## src/rtl/ref_block_fetcher_if.sv

```systemverilog
// rtl/ref_block_fetcher_if.sv - handshake and memory-read bundle for ref_block_fetcher (REF_FETCH_PERF_EN adds out_stall_cycles)
interface ref_block_fetcher_if #(
  parameter int DATA_WIDTH   = 8,
  parameter int MEMORY_DEPTH = 256,
  parameter int WIN_W        = 16,
  parameter int BLK_W        = 4
);
  localparam int AW = $clog2(MEMORY_DEPTH);
  localparam int CW = ((WIN_W - BLK_W + 1) > 1) ? $clog2(WIN_W - BLK_W + 1) : 1;
  localparam int RW = (BLK_W > 1) ? $clog2(BLK_W) : 1;

  logic                  in_start;
  logic                  in_mem_busy;
  logic [AW-1:0]         out_read_addr;
  logic [DATA_WIDTH-1:0] in_read_data;
  logic [DATA_WIDTH-1:0] out_pixel;
  logic                  out_valid;
  logic                  in_ready;
  logic [CW-1:0]         out_cand_x;
  logic [CW-1:0]         out_cand_y;
  logic [RW-1:0]         out_row;
  logic [RW-1:0]         out_col;
  logic                  out_blk_last;
  logic                  out_busy;
  logic                  out_done;
`ifdef REF_FETCH_PERF_EN
  logic [31:0]           out_stall_cycles;
`endif

  modport master (
    input  in_start, in_mem_busy, in_read_data, in_ready,
    output out_read_addr, out_pixel, out_valid, out_cand_x, out_cand_y,
    output out_row, out_col, out_blk_last, out_busy, out_done
`ifdef REF_FETCH_PERF_EN
    , output out_stall_cycles
`endif
  );

  modport slave (
    output in_start, in_mem_busy, in_read_data, in_ready,
    input  out_read_addr, out_pixel, out_valid, out_cand_x, out_cand_y,
    input  out_row, out_col, out_blk_last, out_busy, out_done
`ifdef REF_FETCH_PERF_EN
    , input out_stall_cycles
`endif
  );
endinterface

```

## src/rtl/ref_block_fetcher.sv

```systemverilog
// rtl/ref_block_fetcher.sv - search-window block read sequencer feeding the SAD engine (optional REF_FETCH_PERF_EN stall counter)
module ref_block_fetcher #(
  parameter int DATA_WIDTH   = 8,
  parameter int MEMORY_DEPTH = 256,
  parameter int WIN_W        = 16,
  parameter int BLK_W        = 4
) (
  input logic                  in_clk,
  input logic                  in_rst_n,
  ref_block_fetcher_if.master  bus
);
  localparam int AW = $clog2(MEMORY_DEPTH);
  localparam int NC = WIN_W - BLK_W + 1;
  localparam int CW = (NC > 1) ? $clog2(NC) : 1;
  localparam int RW = (BLK_W > 1) ? $clog2(BLK_W) : 1;
  localparam logic [CW-1:0] C_MAX = CW'(NC - 1);
  localparam logic [RW-1:0] P_MAX = RW'(BLK_W - 1);

  typedef enum logic [1:0] {S_IDLE, S_RUN, S_DRAIN, S_DONE} state_t;

  state_t        state_q, state_d;
  // element pointer: next element to be issued
  logic [CW-1:0] cx_q, cx_d, cy_q, cy_d;
  logic [RW-1:0] row_q, row_d, col_q, col_d;
  // tags of the beat currently on the output
  logic [CW-1:0] tcx_q, tcx_d, tcy_q, tcy_d;
  logic [RW-1:0] trow_q, trow_d, tcol_q, tcol_d;
  logic          valid_q, valid_d;
  // address of the displayed beat, re-presented while it is held
  logic [AW-1:0] disp_q, disp_d;

  logic [AW:0]   addr_full;
  logic [AW-1:0] elem_addr;
  logic          issue;
  logic          last_elem;

  assign addr_full = ((AW+1)'(cy_q) + (AW+1)'(row_q)) * (AW+1)'(WIN_W)
                   + (AW+1)'(cx_q) + (AW+1)'(col_q);
  assign elem_addr = addr_full[AW-1:0];
  assign issue     = (state_q == S_RUN) && !bus.in_mem_busy && (!valid_q || bus.in_ready);
  assign last_elem = (cx_q == C_MAX) && (cy_q == C_MAX) && (row_q == P_MAX) && (col_q == P_MAX);

  // next-state, element pointer advance and output beat register update
  always_comb begin
    state_d = state_q;
    cx_d    = cx_q;
    cy_d    = cy_q;
    row_d   = row_q;
    col_d   = col_q;
    tcx_d   = tcx_q;
    tcy_d   = tcy_q;
    trow_d  = trow_q;
    tcol_d  = tcol_q;
    valid_d = valid_q;
    disp_d  = disp_q;
    case (state_q)
      S_IDLE: begin
        if (bus.in_start) begin
          state_d = S_RUN;
          cx_d    = '0;
          cy_d    = '0;
          row_d   = '0;
          col_d   = '0;
        end
      end
      S_RUN:   if (issue && last_elem) state_d = S_DRAIN;
      S_DRAIN: if (valid_q && bus.in_ready) state_d = S_DONE;
      default: state_d = S_IDLE;
    endcase
    if (issue) begin
      valid_d = 1'b1;
      tcx_d   = cx_q;
      tcy_d   = cy_q;
      trow_d  = row_q;
      tcol_d  = col_q;
      disp_d  = elem_addr;
      // col -> row -> cand_x -> cand_y carry chain resolves in one cycle
      if (col_q == P_MAX) begin
        col_d = '0;
        if (row_q == P_MAX) begin
          row_d = '0;
          if (cx_q == C_MAX) begin
            cx_d = '0;
            cy_d = (cy_q == C_MAX) ? '0 : cy_q + 1'b1;
          end else begin
            cx_d = cx_q + 1'b1;
          end
        end else begin
          row_d = row_q + 1'b1;
        end
      end else begin
        col_d = col_q + 1'b1;
      end
    end else if (valid_q && bus.in_ready) begin
      valid_d = 1'b0;
    end
  end

  // state and datapath registers
  always_ff @(posedge in_clk or negedge in_rst_n) begin
    if (!in_rst_n) begin
      state_q <= S_IDLE;
      cx_q    <= '0;
      cy_q    <= '0;
      row_q   <= '0;
      col_q   <= '0;
      tcx_q   <= '0;
      tcy_q   <= '0;
      trow_q  <= '0;
      tcol_q  <= '0;
      valid_q <= 1'b0;
      disp_q  <= '0;
    end else begin
      state_q <= state_d;
      cx_q    <= cx_d;
      cy_q    <= cy_d;
      row_q   <= row_d;
      col_q   <= col_d;
      tcx_q   <= tcx_d;
      tcy_q   <= tcy_d;
      trow_q  <= trow_d;
      tcol_q  <= tcol_d;
      valid_q <= valid_d;
      disp_q  <= disp_d;
    end
  end

  assign bus.out_read_addr = issue ? elem_addr : disp_q;
  assign bus.out_pixel     = bus.in_read_data;
  assign bus.out_valid     = valid_q;
  assign bus.out_cand_x    = tcx_q;
  assign bus.out_cand_y    = tcy_q;
  assign bus.out_row       = trow_q;
  assign bus.out_col       = tcol_q;
  assign bus.out_blk_last  = valid_q && (trow_q == P_MAX) && (tcol_q == P_MAX);
  assign bus.out_busy      = (state_q == S_RUN) || (state_q == S_DRAIN);
  assign bus.out_done      = (state_q == S_DONE);

`ifdef REF_FETCH_PERF_EN
  logic [31:0] stall_q;

  // saturating count of cycles lost to consumer back-pressure or memory writes
  always_ff @(posedge in_clk or negedge in_rst_n) begin
    if (!in_rst_n) begin
      stall_q <= '0;
    end else if (state_q == S_IDLE && bus.in_start) begin
      stall_q <= '0;
    end else if (bus.out_busy && ((valid_q && !bus.in_ready) || (state_q == S_RUN && bus.in_mem_busy))
                 && (stall_q != 32'hFFFF_FFFF)) begin
      stall_q <= stall_q + 32'd1;
    end
  end

  assign bus.out_stall_cycles = stall_q;
`endif
endmodule
```

## src/flat_wrapper.sv

```systemverilog
// flat-port wrapper written by rule: the top's interface ports become plain ports
module ref_block_fetcher_flat 
#(
  parameter int DATA_WIDTH   = 8,
  parameter int MEMORY_DEPTH = 256,
  parameter int WIN_W        = 16,
  parameter int BLK_W        = 4
)
  (in_clk, in_rst_n, bus_in_start, bus_in_mem_busy, bus_in_read_data, bus_in_ready, bus_out_read_addr, bus_out_pixel, bus_out_valid, bus_out_cand_x, bus_out_cand_y, bus_out_row, bus_out_col, bus_out_blk_last, bus_out_busy, bus_out_done);
  ref_block_fetcher_if #(.DATA_WIDTH(DATA_WIDTH), .MEMORY_DEPTH(MEMORY_DEPTH), .WIN_W(WIN_W), .BLK_W(BLK_W)) bus_i ();
  input logic in_clk;
  input logic in_rst_n;
  input wire logic [$bits(bus_i.in_start)-1:0] bus_in_start;
  input wire logic [$bits(bus_i.in_mem_busy)-1:0] bus_in_mem_busy;
  input wire logic [$bits(bus_i.in_read_data)-1:0] bus_in_read_data;
  input wire logic [$bits(bus_i.in_ready)-1:0] bus_in_ready;
  output wire logic [$bits(bus_i.out_read_addr)-1:0] bus_out_read_addr;
  output wire logic [$bits(bus_i.out_pixel)-1:0] bus_out_pixel;
  output wire logic [$bits(bus_i.out_valid)-1:0] bus_out_valid;
  output wire logic [$bits(bus_i.out_cand_x)-1:0] bus_out_cand_x;
  output wire logic [$bits(bus_i.out_cand_y)-1:0] bus_out_cand_y;
  output wire logic [$bits(bus_i.out_row)-1:0] bus_out_row;
  output wire logic [$bits(bus_i.out_col)-1:0] bus_out_col;
  output wire logic [$bits(bus_i.out_blk_last)-1:0] bus_out_blk_last;
  output wire logic [$bits(bus_i.out_busy)-1:0] bus_out_busy;
  output wire logic [$bits(bus_i.out_done)-1:0] bus_out_done;
  assign bus_i.in_start = bus_in_start;
  assign bus_i.in_mem_busy = bus_in_mem_busy;
  assign bus_i.in_read_data = bus_in_read_data;
  assign bus_i.in_ready = bus_in_ready;
  assign bus_out_read_addr = bus_i.out_read_addr;
  assign bus_out_pixel = bus_i.out_pixel;
  assign bus_out_valid = bus_i.out_valid;
  assign bus_out_cand_x = bus_i.out_cand_x;
  assign bus_out_cand_y = bus_i.out_cand_y;
  assign bus_out_row = bus_i.out_row;
  assign bus_out_col = bus_i.out_col;
  assign bus_out_blk_last = bus_i.out_blk_last;
  assign bus_out_busy = bus_i.out_busy;
  assign bus_out_done = bus_i.out_done;
  ref_block_fetcher #(.DATA_WIDTH(DATA_WIDTH), .MEMORY_DEPTH(MEMORY_DEPTH), .WIN_W(WIN_W), .BLK_W(BLK_W)) u_core (.in_clk(in_clk), .in_rst_n(in_rst_n), .bus(bus_i));
endmodule
```

## config.mk

```make
export PLATFORM = sky130hd
export DESIGN_NAME = ref_block_fetcher_flat
export DESIGN_NICKNAME = d
export VERILOG_FILES = /design/src/rtl/ref_block_fetcher_if.sv /design/src/rtl/ref_block_fetcher.sv /design/src/flat_wrapper.sv
export SDC_FILE = /design/constraint.sdc
export NUM_CORES = 1
export LEC_CHECK = 0
export BUFFER_PORTS_ARGS = -buffer_cell sky130_fd_sc_hd__buf_2
export CAP_MARGIN = 10
export CORE_ASPECT_RATIO = 2
export CORE_MARGIN = 1.5
export CORE_UTILIZATION = 52
export CTS_BUF_LIST = sky130_fd_sc_hd__clkbuf_8
export DETAILED_ROUTE_END_ITERATION = 10
export GPL_ROUTABILITY_DRIVEN = 0
export PLACE_DENSITY_LB_ADDON = 0.15
export SETUP_SLACK_MARGIN = 0.2
export SLEW_MARGIN = 20
export SYNTH_ARGS = -nofsm -noshare
export SYNTH_HDL_FRONTEND = slang
export SYNTH_SLANG_ARGS = --single-unit
```

## constraint.sdc

```tcl
create_clock -name in_clk -period 3.44 [get_ports in_clk]
set_clock_uncertainty 0.05 [all_clocks]
set_input_delay 0.172 -clock in_clk [delete_from_list [all_inputs] [get_ports in_clk]]
set_output_delay 0.172 -clock in_clk [all_outputs]
set_load 0.05 [all_outputs]
```

==> impl_metrics.tcl <==
set metrics [dict create \
    outcome "finished clean" \
    die_w_um 46.25 \
    wl_per_cell_um 13.47 \
    ys.flop_type "dfrtp_1" \
    post_cts_buffers 0 \
    seq_area_frac_synth_pct 45.02 \
    antenna_cells 0 \
    hold_class "input port to flop" \
    synthCells 206 \
    final_nets 259 \
    netlist.area_leader.share_pct 45.02 \
    first_pass_iters 4 \
    ys_types 37 \
    pwr-share-seq_pct 44.7 \
    fillers 334 \
    wirelength_um 3759 \
    arrival_ps 2740 \
    grtUsageTotal_pct 20.48 \
    netlist_area_um2 1946 \
    grt_pass1_wl_um 6092 \
    peakVddDrop_mv 0.3325 \
    combPwrFrac_pct 32.3 \
    critPathKind "flop to output pin" \
    start_util_pct 53.94 \
    p_leak_nw 1.099 \
    p_per_area_nw_per_um2 552.1 \
    pin_count 45 \
    p_switching_mw 0.4756 \
    finalHoldViolations 0 \
    drc 0 \
    grt_pass1_vias 1388 \
    worst-slew-pin-transition_ps 898.1 \
    synth_top_family_by_area "simple AND/OR/NAND/NOR gates" \
    layout-drive-gt1-share_pct 17.83 \
    slew_headroom_pct 40.13 \
    port_buffers 28 \
    stdcell_area_um2 2166 \
    clkSinkCount 35 \
    rows 31 \
    max_cap_violations 0 \
    worst_ep_required_time_ps 3220 \
    cts_buffers 5 \
    synth_async_sr_flop_share_pct 100.0 \
    ctsHoldBuffers 1 \
    syn_to_final_growth_pct 11.32 \
    antenna_left 0 \
    synthesis.nets 236 \
    ctsResizeCount 0 \
    endpoint_kind "output pin" \
    max_freq_mhz 337.2 \
    synthMuxAreaShare_pct 2.315 \
    die_h_um 89.51 \
    synth_edf_count 0 \
    finalCritPeriodShare_pct 86.21 \
    routed_via_density 5.341 \
    rr_worst_depth 7 \
    synthXorXnorAreaFrac_pct 3.151 \
    period_needed_ps 2966 \
    synth_simple_gate_area_share_pct 20.64 \
    placed_cell_area_um2 2074 \
    p_sw_share_pct 39.78 \
    p_int_mw 0.7201 \
    h-tree-depth 2 \
    dieArea_um2 4140 \
    drv_slew 0 \
    hpwl_um 2928 \
    antenna_found_initial 0 \
    multiInputGateArea_um2 952.2 \
    drt_iter0_markers 27 \
    synth_compound_area_share_pct 11.13 \
    synth-seq-cells 35 \
    crit_fanout 7 \
    cts.path.max_buffers 2 \
    synth.avg_cell_area_um2 9.445 \
    rsz0062_at_grt "false" \
    grt_start_max_net_pins 36 \
    root_buffer "clkbuf_8" \
    synthAdderAreaFrac_pct 11.70 \
    ys_warn_count 0 \
    core_area_um2 3607 \
    ys_top_cells_by_area "dfrtp_1, nand2_1, ha_1, o21ai_1, buf_4" \
    path_clk_slew_ps 70 \
    cp-start-kind "flop" \
    synth.cells.most_frequent "nand2_1, dfrtp_1, o21ai_1" \
    pwr-share-clk_pct 23.0 \
    vias 1490 \
    grt-ovfl-total 0 \
    insertion_delay_ps 280 \
    setup_tns_ps 0 \
    cts_tree "built" \
    yosys.area.top_type "dfrtp_1" \
    setup_viol 0 \
    synth.most_common_cell "nand2_1" \
    hold_path_depth 3 \
    seqCellArea_um2 875.8 \
]
[power by group through the flow]
stage	Clock [mW]	Combinational, mW	Sequential (mW)
global route	0.305	0.423	0.548
CTS	0.283	0.392	0.535
floorplan	0	0.247	0.611
finish	0.275	0.387	0.534
global placement	0	0.382	0.538
detailed placement	0	0.390	0.544
[final cells by class]
type	count	share of cell area, %
Timing Repair Buffer	31	7.626
Clock buffer	5	3.177
Tap cell	49	2.831
Clock inverter	3	0.5777
Inverter	8	1.386
Sequential cell	35	40.44
Multi-Input combinational cell	148	43.96
[cells by family (layout without fill, tap and decap cells)]
kind of cell | count (synthesis) | count (layout)
AOI/OAI and AO/OA | 36 | 36
xor gates and xnor gates | 7 | 7
adders and majority gates | 17 | 17
buffers and inverters | 23 | 47
DFF | 35 | 35
muxes | 4 | 4
and+or+nand+nor | 84 | 84
[final timing paths]
kind / startpoint / end / slack [ps]
hold reg to reg: u_core.bus.out_cand_x[2] / u_core.bus.out_cand_x[2] / 420
max in group asynchronous: in_rst_n / u_core.bus.out_cand_y[1] / 2390
hold / removal: bus_in_ready / u_core.bus.out_valid / 180
min in group asynchronous: in_rst_n / u_core.bus.out_cand_x[2] / 460
setup / recovery: u_core.cy_q[0] / bus_out_read_addr[7] / 470
setup reg to reg: u_core.state_q[1] / u_core.state_q[1] / 990
[sequential cells by signal, indices dropped and copies added (netlist names)]
| signal | flops |
|---|---|
| u_core.cy_q | 4 |
| u_core.col_q | 2 |
| u_core.bus.out_cand_y | 4 |
| u_core.cx_q | 4 |
| u_core.state_q | 2 |
| u_core.disp_q | 8 |
| u_core.row_q | 2 |
| u_core.bus.out_valid | 1 |
| u_core.bus.out_cand_x | 4 |
| u_core.bus.out_row | 2 |
| u_core.bus.out_col | 2 |
[per-layer routing]
| layer | track usage [%] | routed length [um] |
|---|---|---|
| met5 | 0 | 0 |
| met4 | 11.17 | 87 |
| met3 | 4.444 | 114 |
| met2 | 35.23 | 2069 |
| met1 | 22.14 | 1488 |
[worst max-delay path: stages, from the launching register on]
cell and delay, ps:
dfrtp_1 450, ha_1 240, fa_1 520, nand4_1 160
o311a_1 380, nor3_1 170, xor2_1 100, o21ai_1 140
buf_2 300
[through the flow]
| step | total power [mW] | hold slack (ps) | util (%) | setup slack [ps] | cells |
|---|---|---|---|---|---|
| after floorplan | 0.8583 | -173.6 | - | 564.0 | 206 |
| after global placement | 0.9199 | 225.5 | 57.51 | 829.7 | 270 |
| after detailed placement | 0.9336 | 238.9 | 57.51 | 766.7 | 270 |
| after CTS | 1.211 | 180.1 | 60.04 | 450.2 | 279 |
| after global routing | 1.275 | 189.8 | 60.04 | 275.3 | 279 |
| final | 1.196 | 175.8 | 60.04 | 474.5 | 279 |
[cells in the final DEF, fill, tap and decap left out, types with 4 or more instances in the layout]
cell,n
a21oi_1,6
ha_1,15
inv_1,10
buf_2,28
clkbuf_8,5
nor2_1,4
xnor2_1,4
nand4_1,4
o21ai_1,18
nand2_1,54
dfrtp_1,35
nand3_1,7
(Power assumes the default switching activity.)
